### src/rtl/fu_wb_arbiter.sv
// Writeback arbiter: grants one functional unit per cycle into a one-entry output register.
// Optional CONFIG_WB_ARB_RR_EN selects round-robin; default build is fixed priority (lowest index wins).
`timescale 1ns/1ps

package tortoise_pkg;
    typedef struct packed {
        logic        valid;
        logic [7:0]  cause;
        logic [63:0] tval;
    } exception_t;

    typedef struct packed {
        logic [63:0] result;
        logic [3:0]  index;
        exception_t  ex;
    } fu_result_t;
endpackage

module fu_wb_arbiter #(
    parameter int unsigned NR_FU = 4
) (
    input  logic                                  clk_i,
    input  logic                                  rst_ni,
    input  logic                                  flush_i,
    input  logic [NR_FU-1:0]                      fu_valid_i,
    input  tortoise_pkg::fu_result_t [NR_FU-1:0]  fu_result_i,
    output logic [NR_FU-1:0]                      fu_ready_o,
    output logic                                  wb_valid_o,
    output tortoise_pkg::fu_result_t              wb_result_o,
    output logic [$clog2(NR_FU)-1:0]              wb_src_o,
    input  logic                                  wb_ready_i
);
    localparam int unsigned IDX_W = $clog2(NR_FU);
    typedef logic [IDX_W-1:0] idx_t;

    logic                     out_valid_q;
    tortoise_pkg::fu_result_t out_result_q;
    idx_t                     out_src_q;

    logic       can_load;
    logic       gnt_en;
    logic       gnt_found;
    logic       grant;
    idx_t       gnt_idx;
    idx_t       scan_base;
    logic [IDX_W:0] cand;

`ifdef CONFIG_WB_ARB_RR_EN
    idx_t rr_ptr_q;
    assign scan_base = rr_ptr_q;
`else
    assign scan_base = '0;
`endif

    assign can_load = !out_valid_q || wb_ready_i;
    // Reset also gates the grant so no unit believes its result was consumed.
    assign gnt_en   = rst_ni && !flush_i && can_load;

    always_comb begin
        gnt_found = 1'b0;
        gnt_idx   = '0;
        cand      = '0;
        for (int k = 0; k < NR_FU; k++) begin
            cand = {1'b0, scan_base} + (IDX_W+1)'(k);
            if (cand >= (IDX_W+1)'(NR_FU)) begin
                cand = cand - (IDX_W+1)'(NR_FU);
            end
            if (!gnt_found && fu_valid_i[cand[IDX_W-1:0]]) begin
                gnt_found = 1'b1;
                gnt_idx   = cand[IDX_W-1:0];
            end
        end
    end

    assign grant      = gnt_en && gnt_found;
    assign fu_ready_o = grant ? (NR_FU'(1) << gnt_idx) : '0;

    always_ff @(posedge clk_i) begin
        if (!rst_ni) begin
            out_valid_q  <= 1'b0;
            out_result_q <= '0;
            out_src_q    <= '0;
        end else if (flush_i) begin
            out_valid_q  <= 1'b0;
        end else if (grant) begin
            out_valid_q  <= 1'b1;
            out_result_q <= fu_result_i[gnt_idx];
            out_src_q    <= gnt_idx;
        end else if (wb_ready_i) begin
            out_valid_q  <= 1'b0;
        end
    end

`ifdef CONFIG_WB_ARB_RR_EN
    always_ff @(posedge clk_i) begin
        if (!rst_ni) begin
            rr_ptr_q <= '0;
        end else if (grant) begin
            rr_ptr_q <= (gnt_idx == idx_t'(NR_FU-1)) ? '0 : gnt_idx + idx_t'(1);
        end
    end
`endif

    assign wb_valid_o  = out_valid_q;
    assign wb_result_o = out_result_q;
    assign wb_src_o    = out_src_q;
endmodule
### config.mk
export PLATFORM = sky130hd
export DESIGN_NAME = fu_wb_arbiter
export DESIGN_NICKNAME = d
export VERILOG_FILES = /design/src/rtl/fu_wb_arbiter.sv
export SDC_FILE = /design/constraint.sdc
export NUM_CORES = 1
export LEC_CHECK = 0
export BUFFER_PORTS_ARGS = -buffer_cell sky130_fd_sc_hd__buf_2
export CORE_AREA = 2 2 280 282
export CTS_BUF_LIST = sky130_fd_sc_hd__clkbuf_16
export DETAILED_ROUTE_END_ITERATION = 12
export DIE_AREA = 0 0 282 284
export SETUP_SLACK_MARGIN = 0.15
export SLEW_MARGIN = 10
export SYNTH_ARGS = -nofsm -noshare
export SYNTH_HDL_FRONTEND = slang
export SYNTH_SLANG_ARGS = --single-unit
### constraint.sdc
create_clock -name clk_i -period 3.2 [get_ports clk_i]
set_input_delay 0.96 -clock clk_i [delete_from_list [all_inputs] [get_ports clk_i]]
set_output_delay 0.96 -clock clk_i [all_outputs]
set_load 0.005 [all_outputs]
Word-level counts from Yosys, hierarchy flattened:

Cells that the tools add are included.

* shifts and indexed selects: 1
* bitwise operators: 2
* $lt $le $gt $ge: 1
* mux-type cells: 12
* equal/unequal tests: 0
* multiply operators: 0
* divide/modulo/power cells: 0
* reduce and logical (&&, ||, !) cells: 15
* add/sub/neg operators: 0

Operators by type and width (count)
* 141-bit binary-select mux with 2-bit select: 1
* 141-bit 2-to-1 mux: 1
* 1-bit 2-to-1 mux: 7
* 1-bit logical AND: 6
* 1-bit zero test: 5
* 2-bit 2-to-1 mux: 2
* 4-bit 2-to-1 mux: 1
* 1-bit by 2-bit left shift with 4-bit output, first input constant: 1
* 2-bit by 3-bit less-than comparator with 1-bit output, second input constant: 1
* 1-bit inverter: 2
* 2-bit AND reduction: 1
* 2-bit nonzero test: 1
* 2-bit OR reduction: 1
* 1-bit logical OR: 1

* memory bits (read-only): 0
* register bits: 144
* memory bits (writable): 0
* word-level logic and storage cells: 38
* memories: 0
* bits of input ports: 572
* bits in latches: 0
* output and inout port bits: 148

Depth between registers and ports, before layout:

Gate-level depths: netlist of the first run.

* depth in word-level cells: 12
* gate-level depth with buffers: 8

Worst setup path before layout of the first run:

No wires, ideal clock.

* path kind: in2out
* from: in fu_valid_i[1]
* to: out fu_ready_o[3]
* slack: 0.234 ns
* arrival: 2.006 ns
* stages on the path: 7
* path through: buf_4 nor2_1 and2_1 buf_2 buf_4 buf_4 nor2b_1

* word-level cells in the longest chain between the ends: 10
* elaborated cells on any way between the ends: 14
* classes of those cells: shift (1); mux (7); reduce/logical (6)

Ends and longest elaborated chain
* start: declaration: RTL line 25 `input logic [NR_FU-1:0] fu_valid_i,`
* 1-bit logical AND (*): RTL line 68 `if (!gnt_found && fu_valid_i[cand[IDX_W-1:0]]) begin`
* 1-bit 2-to-1 mux: RTL line 68
* 1-bit zero test: RTL line 68
* 1-bit logical AND: RTL line 68
* 1-bit 2-to-1 mux: RTL line 68
* 1-bit zero test: RTL line 68
* 1-bit logical AND: RTL line 68
* 2-bit 2-to-1 mux / 1-bit 2-to-1 mux (equally long branches): RTL line 68
* 1-bit by 2-bit left shift with 4-bit output / 1-bit logical AND (equally long branches): RTL line 76, 75
* 4-bit 2-to-1 mux (*): RTL line 76 `assign fu_ready_o = grant ? (NR_FU'(1) << gnt_idx) : '0;`
* end: declaration: RTL line 27 `output logic [NR_FU-1:0] fu_ready_o,`

Every way passes the cells marked *; elsewhere a longest branch is shown, timed or not.

Worst setup path after layout of the first run:

* from: in fu_valid_i[3]
* to: out fu_ready_o[3]

* word-level cells in the longest chain between the ends: 4
* elaborated cells on any way between the ends: 6
* classes of those cells: shift (1); mux (3); reduce/logical (2)

Ends and longest elaborated chain (RTL line)
* 1-bit logical AND (*): 68
* 2-bit 2-to-1 mux / 1-bit 2-to-1 mux (equally long branches): 68
* 1-bit by 2-bit left shift with 4-bit output / 1-bit logical AND (equally long branches): 76, 75
* 4-bit 2-to-1 mux (*): 76

Marks and branches as above.

==> impl_metrics.env, run 1 <==
export IMPL_fin_crit_ns=2.98
export IMPL_grt_pass1_wl_mm=76.2
export IMPL_ys_top_cells_by_area="dfxtp_1, a221oi_2, and2_1, o22ai_1, a21oi_1"
export IMPL_nFillCells=8770
export IMPL_worst_slew_pin_slew_ns=0.810
export IMPL_crit_slowest_cell="nor2b_2"
export IMPL_dp_cells=2681
export IMPL_wire_per_inst_um=20.8
export IMPL_cp_required_ns=2.24
export IMPL_max_freq_mhz=336
export IMPL_start_kind="input port"
export IMPL_hpwl_mm=45.8
export IMPL_final_nets=2232
export IMPL_holdPathStages=2
export IMPL_io_pins=720
export IMPL_path_max_fanout=4
export IMPL_dieWidth_um=282
export IMPL_cts_resized=1
export IMPL_synth_area_per_cell_um2=8.56
export IMPL_cts_clk_slew_worst_paths_ns=0.07
export IMPL_die_h_um=284
export IMPL_status="finished, final reports clean"
export IMPL_yosysTopAreaCell="dfxtp_1"
export IMPL_cts_htree_levels=4
export IMPL_drt_pass1_iter_count=5
export IMPL_synth_seq_cells=144
export IMPL_hold_viol=0
export IMPL_cp_end_kind="output pin"
export IMPL_clockBufferDepth=2
export IMPL_grt_pass1_vias=10838
export IMPL_cpPeakStageDelay_ns=0.26
export IMPL_synth_cells=1014
export IMPL_cts_setup_buffers=0
export IMPL_avgViaCountPerCell=4.11
export IMPL_rsz0062_at_grt="false"
export IMPL_numPortBuffers=719
export IMPL_finalSetupViolations=0
export IMPL_drive_gt1_share_pct=52.2
export IMPL_cts_root_buf="clkbuf_16"
export IMPL_start_util_pct=11.3
export IMPL_period_share_pct=93.1
export IMPL_synth_nets=1586
export IMPL_post_route_drc_count=0
export IMPL_fin_skew_ns=0.0126
export IMPL_vias=11183
export IMPL_path_class="input port to output pin"
export IMPL_final_cells=2720
export IMPL_postCtsHoldBufs=0
export IMPL_globalplace_congestion=0.870
export IMPL_syn_to_final_growth_pct=60.3
export IMPL_grt_total_usage_pct=13.4
export IMPL_yosysSeqAreaShare_pct=33.2
export IMPL_cts_sinks=144
export IMPL_drt_iter0_drc=500
export IMPL_p_leak_nw=6.40
export IMPL_finalSetupTns_ns=0
export IMPL_synthesis_area_mm2=0.00868
export IMPL_yosys_cell_types_count=27
export IMPL_grt_max_degree=143
export IMPL_r2r_setup_slack_ns=1.28
export IMPL_clk_latency_ns=0.47
export IMPL_hold_class="flip-flop to flip-flop"
export IMPL_cts_made_buffers=17
export IMPL_ant_nets=0
export IMPL_p_per_area_mw_per_mm2=395
export IMPL_drv_slew=0
export IMPL_synth_top_area_share_pct=33.2
export IMPL_core_mm2=0.0770
export IMPL_synth_ff_type="dfxtp_1"
export IMPL_antenna_found_initial=20
export IMPL_cts_tree="done"
export IMPL_grt_ovfl_total=0
export IMPL_max_slew_margin_rel_pct=46.0
export IMPL_die_area_mm2=0.0801
export IMPL_routed_wl_mm=56.7
export IMPL_num_rows=102
export IMPL_worstPathCellList="buf_2 -> nor2b_2 -> and2_4 -> nor2b_1 -> buf_2"
export IMPL_ir_drop_uv=307
export IMPL_async_flop_share_pct=0
export IMPL_cp_arrival_ns=2.02
export IMPL_maxCapViolCount=0
export IMPL_yosys_warnings=0
export IMPL_cp_common_cell="buf_2"
export IMPL_synth_edff_count=0
export IMPL_rr_worst_depth=6
area by class of cell:
cell class	count	area [µm²]	share of cell area [%]
multi-input cells	742	5120	36.8
repair buffers	754	4000	28.8
flip-flops and latches	144	2880	20.7
well taps	1040	1300	9.36
clock buffers	17	425	3.06
clock inverters	15	151	1.09
diodes	7	17.5	0.126
inverters	1	8.76	0.0630
report_power, final:
group	switching (mW)	internal [mW]
Clock	1.01	1.10
Combinational	0.788	0.615
Sequential	0.0638	1.92
path summary, 6_finish.rpt:
| path | from | endpoint |
|---|---|---|
| setup reg to reg | wb_valid_o$_SDFFE_PP0P_ | wb_result_o[0]$_SDFFE_PN0P_ |
| hold / removal | wb_src_o[0]$_SDFFE_PN0P_ | wb_src_o[0]$_SDFFE_PN0P_ |
| hold reg to reg | wb_src_o[0]$_SDFFE_PN0P_ | wb_src_o[0]$_SDFFE_PN0P_ |
| setup / recovery | fu_valid_i[3] | fu_ready_o[3] |
cells by family (layout without fill, tap and decap cells):
| kind of cell | after synthesis | count (layout) | share of synthesized area, % |
|---|---|---|---|
| compound gates | 584 | 584 | 47.4 |
| buf+inv | 128 | 787 | 8.03 |
| flops | 144 | 144 | 33.2 |
| other cells | 0 | 7 | 0 |
| simple gates | 158 | 158 | 11.3 |
synthesized netlist by cell type (2+ instances only):
master,n
clkbuf_1,61
a221oi_1,62
a221oi_2,79
buf_2,35
nor2b_1,3
buf_1,2
dfxtp_1,144
nor2_1,4
buf_6,15
nand2_1,15
nand2b_1,3
o21ai_0,143
buf_4,13
a21oi_1,157
o21ai_1,14
and2_1,128
o22ai_1,126
state kept, by name, summed over array words and instances, names as in the netlist:
name         count
wb_valid_o       1
wb_src_o         2
wb_result_o    141
cell usage in the layout, fill, tap and decap left out, types with 3 or more instances in the layout:
| cell type | instances |
|---|---|
| diode_2 | 7 |
| nand2_1 | 15 |
| clkbuf_16 | 17 |
| a21oi_1 | 157 |
| o21ai_1 | 14 |
| dfxtp_1 | 144 |
| a221oi_1 | 62 |
| inv_6 | 6 |
| and2_1 | 126 |
| a221oi_2 | 79 |
| o21ai_0 | 143 |
| nor2_1 | 3 |
| clkinvlp_4 | 3 |
| buf_2 | 717 |
| buf_4 | 26 |
| buf_12 | 11 |
| inv_8 | 3 |
| o22ai_1 | 126 |
worst max-delay path: cells and delay by family:
family	cells	cell delay (ns)
AND/OR/NAND/NOR	3	0.71
buffers and inverters	2	0.35
metal layers:
metal	track usage [%]	vias to the layer above	wire, µm
met5	0	-	120
li1	-	5263	-
met3	4.98	83	5600
met4	6.72	18	2270
met2	21.5	656	26000
met1	15.6	5163	22700
stage by stage:
step | utilization (%) | cell area, µm² | setup slack (ns) | hold slack (ns) | power, mW
2_1_floorplan | - | 8680 | 0.234 | 0.472 | 2.60
3_3_place_gp | 17.3 | 13300 | 0.0422 | 0.492 | 3.43
3_5_place_dp | 17.3 | 13300 | 0.0853 | 0.488 | 3.43
4_1_cts | 18.0 | 13900 | 0.165 | 0.498 | 5.62
5_1_grt | 18.1 | 13900 | 0.153 | 0.536 | 5.80
6_report | 18.1 | 13900 | 0.221 | 0.493 | 5.49
(Power assumes the default switching activity.)
==> run 2: changes to the inputs <==
--- a/config.mk
+++ b/config.mk
@@ -5,11 +5,12 @@
 export SDC_FILE = /design/constraint.sdc
 export NUM_CORES = 1
 export LEC_CHECK = 0
+export ABC_AREA = 1
 export BUFFER_PORTS_ARGS = -buffer_cell sky130_fd_sc_hd__buf_2
-export CORE_AREA = 2 2 280 282
+export CORE_AREA = 2 2 277 279
 export CTS_BUF_LIST = sky130_fd_sc_hd__clkbuf_16
 export DETAILED_ROUTE_END_ITERATION = 12
-export DIE_AREA = 0 0 282 284
+export DIE_AREA = 0 0 279 281
 export SETUP_SLACK_MARGIN = 0.15
 export SLEW_MARGIN = 10
 export SYNTH_ARGS = -nofsm -noshare
==> run 2 against run 1 <==
Global-route usage increased by 0.87 points. Clock skew is 0.0030 ns lower. Maximum frequency rose by 0.51%. Utilization increased by 6.2 points. Critical path depth rose by 3. Power up 9.3%. Sequential power hardly changed. Critical path type unchanged. Critical endpoint is now fu_ready_o[0]. Largest cell class unchanged. Largest power group unchanged.
==> impl_metrics.env, run 2 <==
export IMPL_cp_common_cell="buf_2"
export IMPL_postCtsHoldBufs=0
export IMPL_hold_viol=0
export IMPL_drive_gt1_share_pct=25.6
export IMPL_final_nets=3805
export IMPL_path_max_fanout=6
export IMPL_cpPeakStageDelay_ns=0.16
export IMPL_synth_ff_type="dfxtp_1"
export IMPL_cts_root_buf="clkbuf_16"
export IMPL_synth_cells=2598
export IMPL_hold_class="flip-flop to flip-flop"
export IMPL_cts_made_buffers=17
export IMPL_synth_top_area_share_pct=24.7
export IMPL_cp_arrival_ns=2.00
export IMPL_crit_slowest_cell="nor2_2"
export IMPL_critPathTopFamily="buffers and inverters"
export IMPL_maxCapViolCount=0
export IMPL_synth_compound_area_share_pct=11.1
export IMPL_numPortBuffers=719
export IMPL_max_slew_margin_rel_pct=53.9
export IMPL_synth_fa_ha_area_share_pct=0
export IMPL_fin_skew_ns=0.00964
export IMPL_synthesis_area_mm2=0.0129
export IMPL_drv_slew=0
export IMPL_ys_top_cells_by_area="nand2_1, dfxtp_1, inv_1, nor2_1, a21oi_1"
export IMPL_grtUsageMet2_pct=23.5
export IMPL_die_h_um=281
export IMPL_yosys_cell_types_count=22
export IMPL_final_util_pct=24.3
export IMPL_cts_htree_levels=4
export IMPL_cts_sinks=144
export IMPL_seqCellArea_mm2=0.00288
export IMPL_wire_per_inst_um=13.7
export IMPL_antenna_found_initial=12
export IMPL_multi_input_area_mm2=0.00706
export IMPL_cp_end_kind="output pin"
export IMPL_grt_total_usage_pct=14.3
export IMPL_worst_slew_pin_slew_ns=0.692
export IMPL_path_class="input port to output pin"
export IMPL_ant_nets=0
export IMPL_cts_tree="done"
export IMPL_cts_clk_slew_worst_paths_ns=0.07
export IMPL_cp_required_ns=2.24
export IMPL_worstPathCellList="buf_2 -> inv_2 -> nand2_2 -> nor2_2 -> nand2_4 -> buf_8 -> nor3_1 -> buf_2"
export IMPL_rsz0062_at_grt="false"
export IMPL_routed_wl_mm=58.0
export IMPL_syn_to_final_growth_pct=42.0
export IMPL_nFillCells=8888
export IMPL_met1_usage_pct=17.6
export IMPL_num_rows=101
export IMPL_yosys_area_share_simple_pct=43.2
export IMPL_yosysSeqAreaShare_pct=22.4
export IMPL_clk_latency_ns=0.47
export IMPL_holdWs_ns=0.497
export IMPL_grt_ovfl_total=0
export IMPL_core_mm2=0.0754
export IMPL_synth_edff_count=0
export IMPL_yosys_mux_area_fraction_pct=0
export IMPL_hpwl_mm=44.2
export IMPL_async_flop_share_pct=0
export IMPL_synth_seq_cells=144
export IMPL_mostFrequentLayoutCell="nand2_1"
export IMPL_synth_top_family_by_area="simple AND/OR/NAND/NOR gates"
export IMPL_clockBufferDepth=2
export IMPL_die_area_mm2=0.0784
export IMPL_io_pins=720
export IMPL_p_per_area_mw_per_mm2=328
export IMPL_top_usage_layer="met2"
export IMPL_max_freq_mhz=337
export IMPL_period_share_pct=92.6
export IMPL_post_route_drc_count=0
export IMPL_ir_drop_uv=259
export IMPL_layout_common_cells="nand2_1, buf_2, inv_1"
export IMPL_start_kind="input port"
export IMPL_use_met3_pct=3.41
export IMPL_grt_pass1_wl_mm=86.8
export IMPL_synth_xor_area_share_pct=0
export IMPL_fin_crit_ns=2.96
export IMPL_yosysTopAreaCell="nand2_1"
export IMPL_vias=16777
export IMPL_synth_most_common_cell="nand2_1"
export IMPL_p_leak_nw=12.0
export IMPL_avgViaCountPerCell=3.97
export IMPL_drt_pass1_iter_count=5
export IMPL_globalplace_congestion=0.913
export IMPL_synth_nets=3170
export IMPL_status="finished, final reports clean"
export IMPL_synth_common_cells="nand2_1, inv_1, nor2_1"
export IMPL_finalSetupTns_ns=0
export IMPL_grt_pass1_vias=15560
export IMPL_largest_reg_flops=141
export IMPL_finalSetupViolations=0
export IMPL_yosys_warnings=0
export IMPL_grt_max_degree=75
export IMPL_drt_iter0_drc=727
export IMPL_start_util_pct=17.1
export IMPL_dieWidth_um=279
export IMPL_crit_buf_inv=4
export IMPL_synth_area_per_cell_um2=4.96
run 2: cell count changes after synthesis, sizes merged, moves of 126 or more:
cell	before	now
a221oi	141	0
nand3	0	142
o22ai	126	0
nor2	4	434
and2	128	0
nand2	16	850
inv	1	570
run 2: final timing paths:
| kind | from | endpoint | slack, ns | cells after the start |
|---|---|---|---|---|
| worst max-delay path | flush_i | fu_ready_o[0] | 0.24 | 8 |
| worst min-delay path | wb_src_o[0]$_SDFFE_PN0P_ | wb_src_o[0]$_SDFFE_PN0P_ | 0.50 | 2 |
| worst max register to register | wb_valid_o$_SDFFE_PP0P_ | wb_result_o[52]$_SDFFE_PN0P_ | 1.29 | 10 |
| worst min register to register | wb_src_o[0]$_SDFFE_PN0P_ | wb_src_o[0]$_SDFFE_PN0P_ | 0.50 | 2 |
run 2: power by group:
group / internal (mW) / total [mW] / switching (mW)
Combinational: 0.779 / 1.82 / 1.04
Sequential: 1.92 / 1.98 / 0.0616
Clock: 1.18 / 2.20 / 1.02
Total: 3.88 / 6.00 / 2.12
run 2: logic make-up (layout without fill, tap and decap cells):
kind of cell,count (synthesis),count (layout)
buf+inv,740,1388
flops,144,144
other cells,0,6
compound gates,285,285
simple gates,1429,1429
run 2: area by class of cell:
| type | instances | area share (%) |
|---|---|---|
| multi-input cells | 1714 | 38.6 |
| diodes | 6 | 0.0820 |
| inverters | 570 | 11.8 |
| clock buffers | 17 | 2.32 |
| well taps | 978 | 6.69 |
| clock inverters | 15 | 0.957 |
| repair buffers | 786 | 23.9 |
| flip-flops and latches | 144 | 15.8 |
run 2: repair_timing:
| action | CTS | global route |
|---|---|---|
| resized for setup | 8 | 2 |
| setup buffers | 1 | 0 |
| endpoints found under the hold margin | 0 | 0 |
| endpoints found under the setup margin | 4 | 3 |
| pin swaps | 2 | 0 |
run 2: layer usage:
layer / share of wire, % / vias to the layer above
met5: 0.16 / -
met4: 3.4 / 14
met3: 6.5 / 102
met2: 46 / 576
met1: 44 / 7274
li1: - / 8811
run 2: tightest hold or removal path, delay by kind of cell (launching register included):
family / cells / cell delay (ns)
flip-flops: 1 / 0.33
AND/OR/NAND/NOR: 2 / 0.13
run 2: metrics by stage:
step                std cells  worst slack [ns]  power (mW)  area, µm²
floorplan                2598             0.424        3.00      12900
global placement         4191            -0.198        3.85      17600
detailed placement       4191            -0.153        3.85      17600
CTS                      4224             0.152        6.14      18300
global route             4229             0.156        6.43      18300
finish                   4230             0.236        6.00      18300
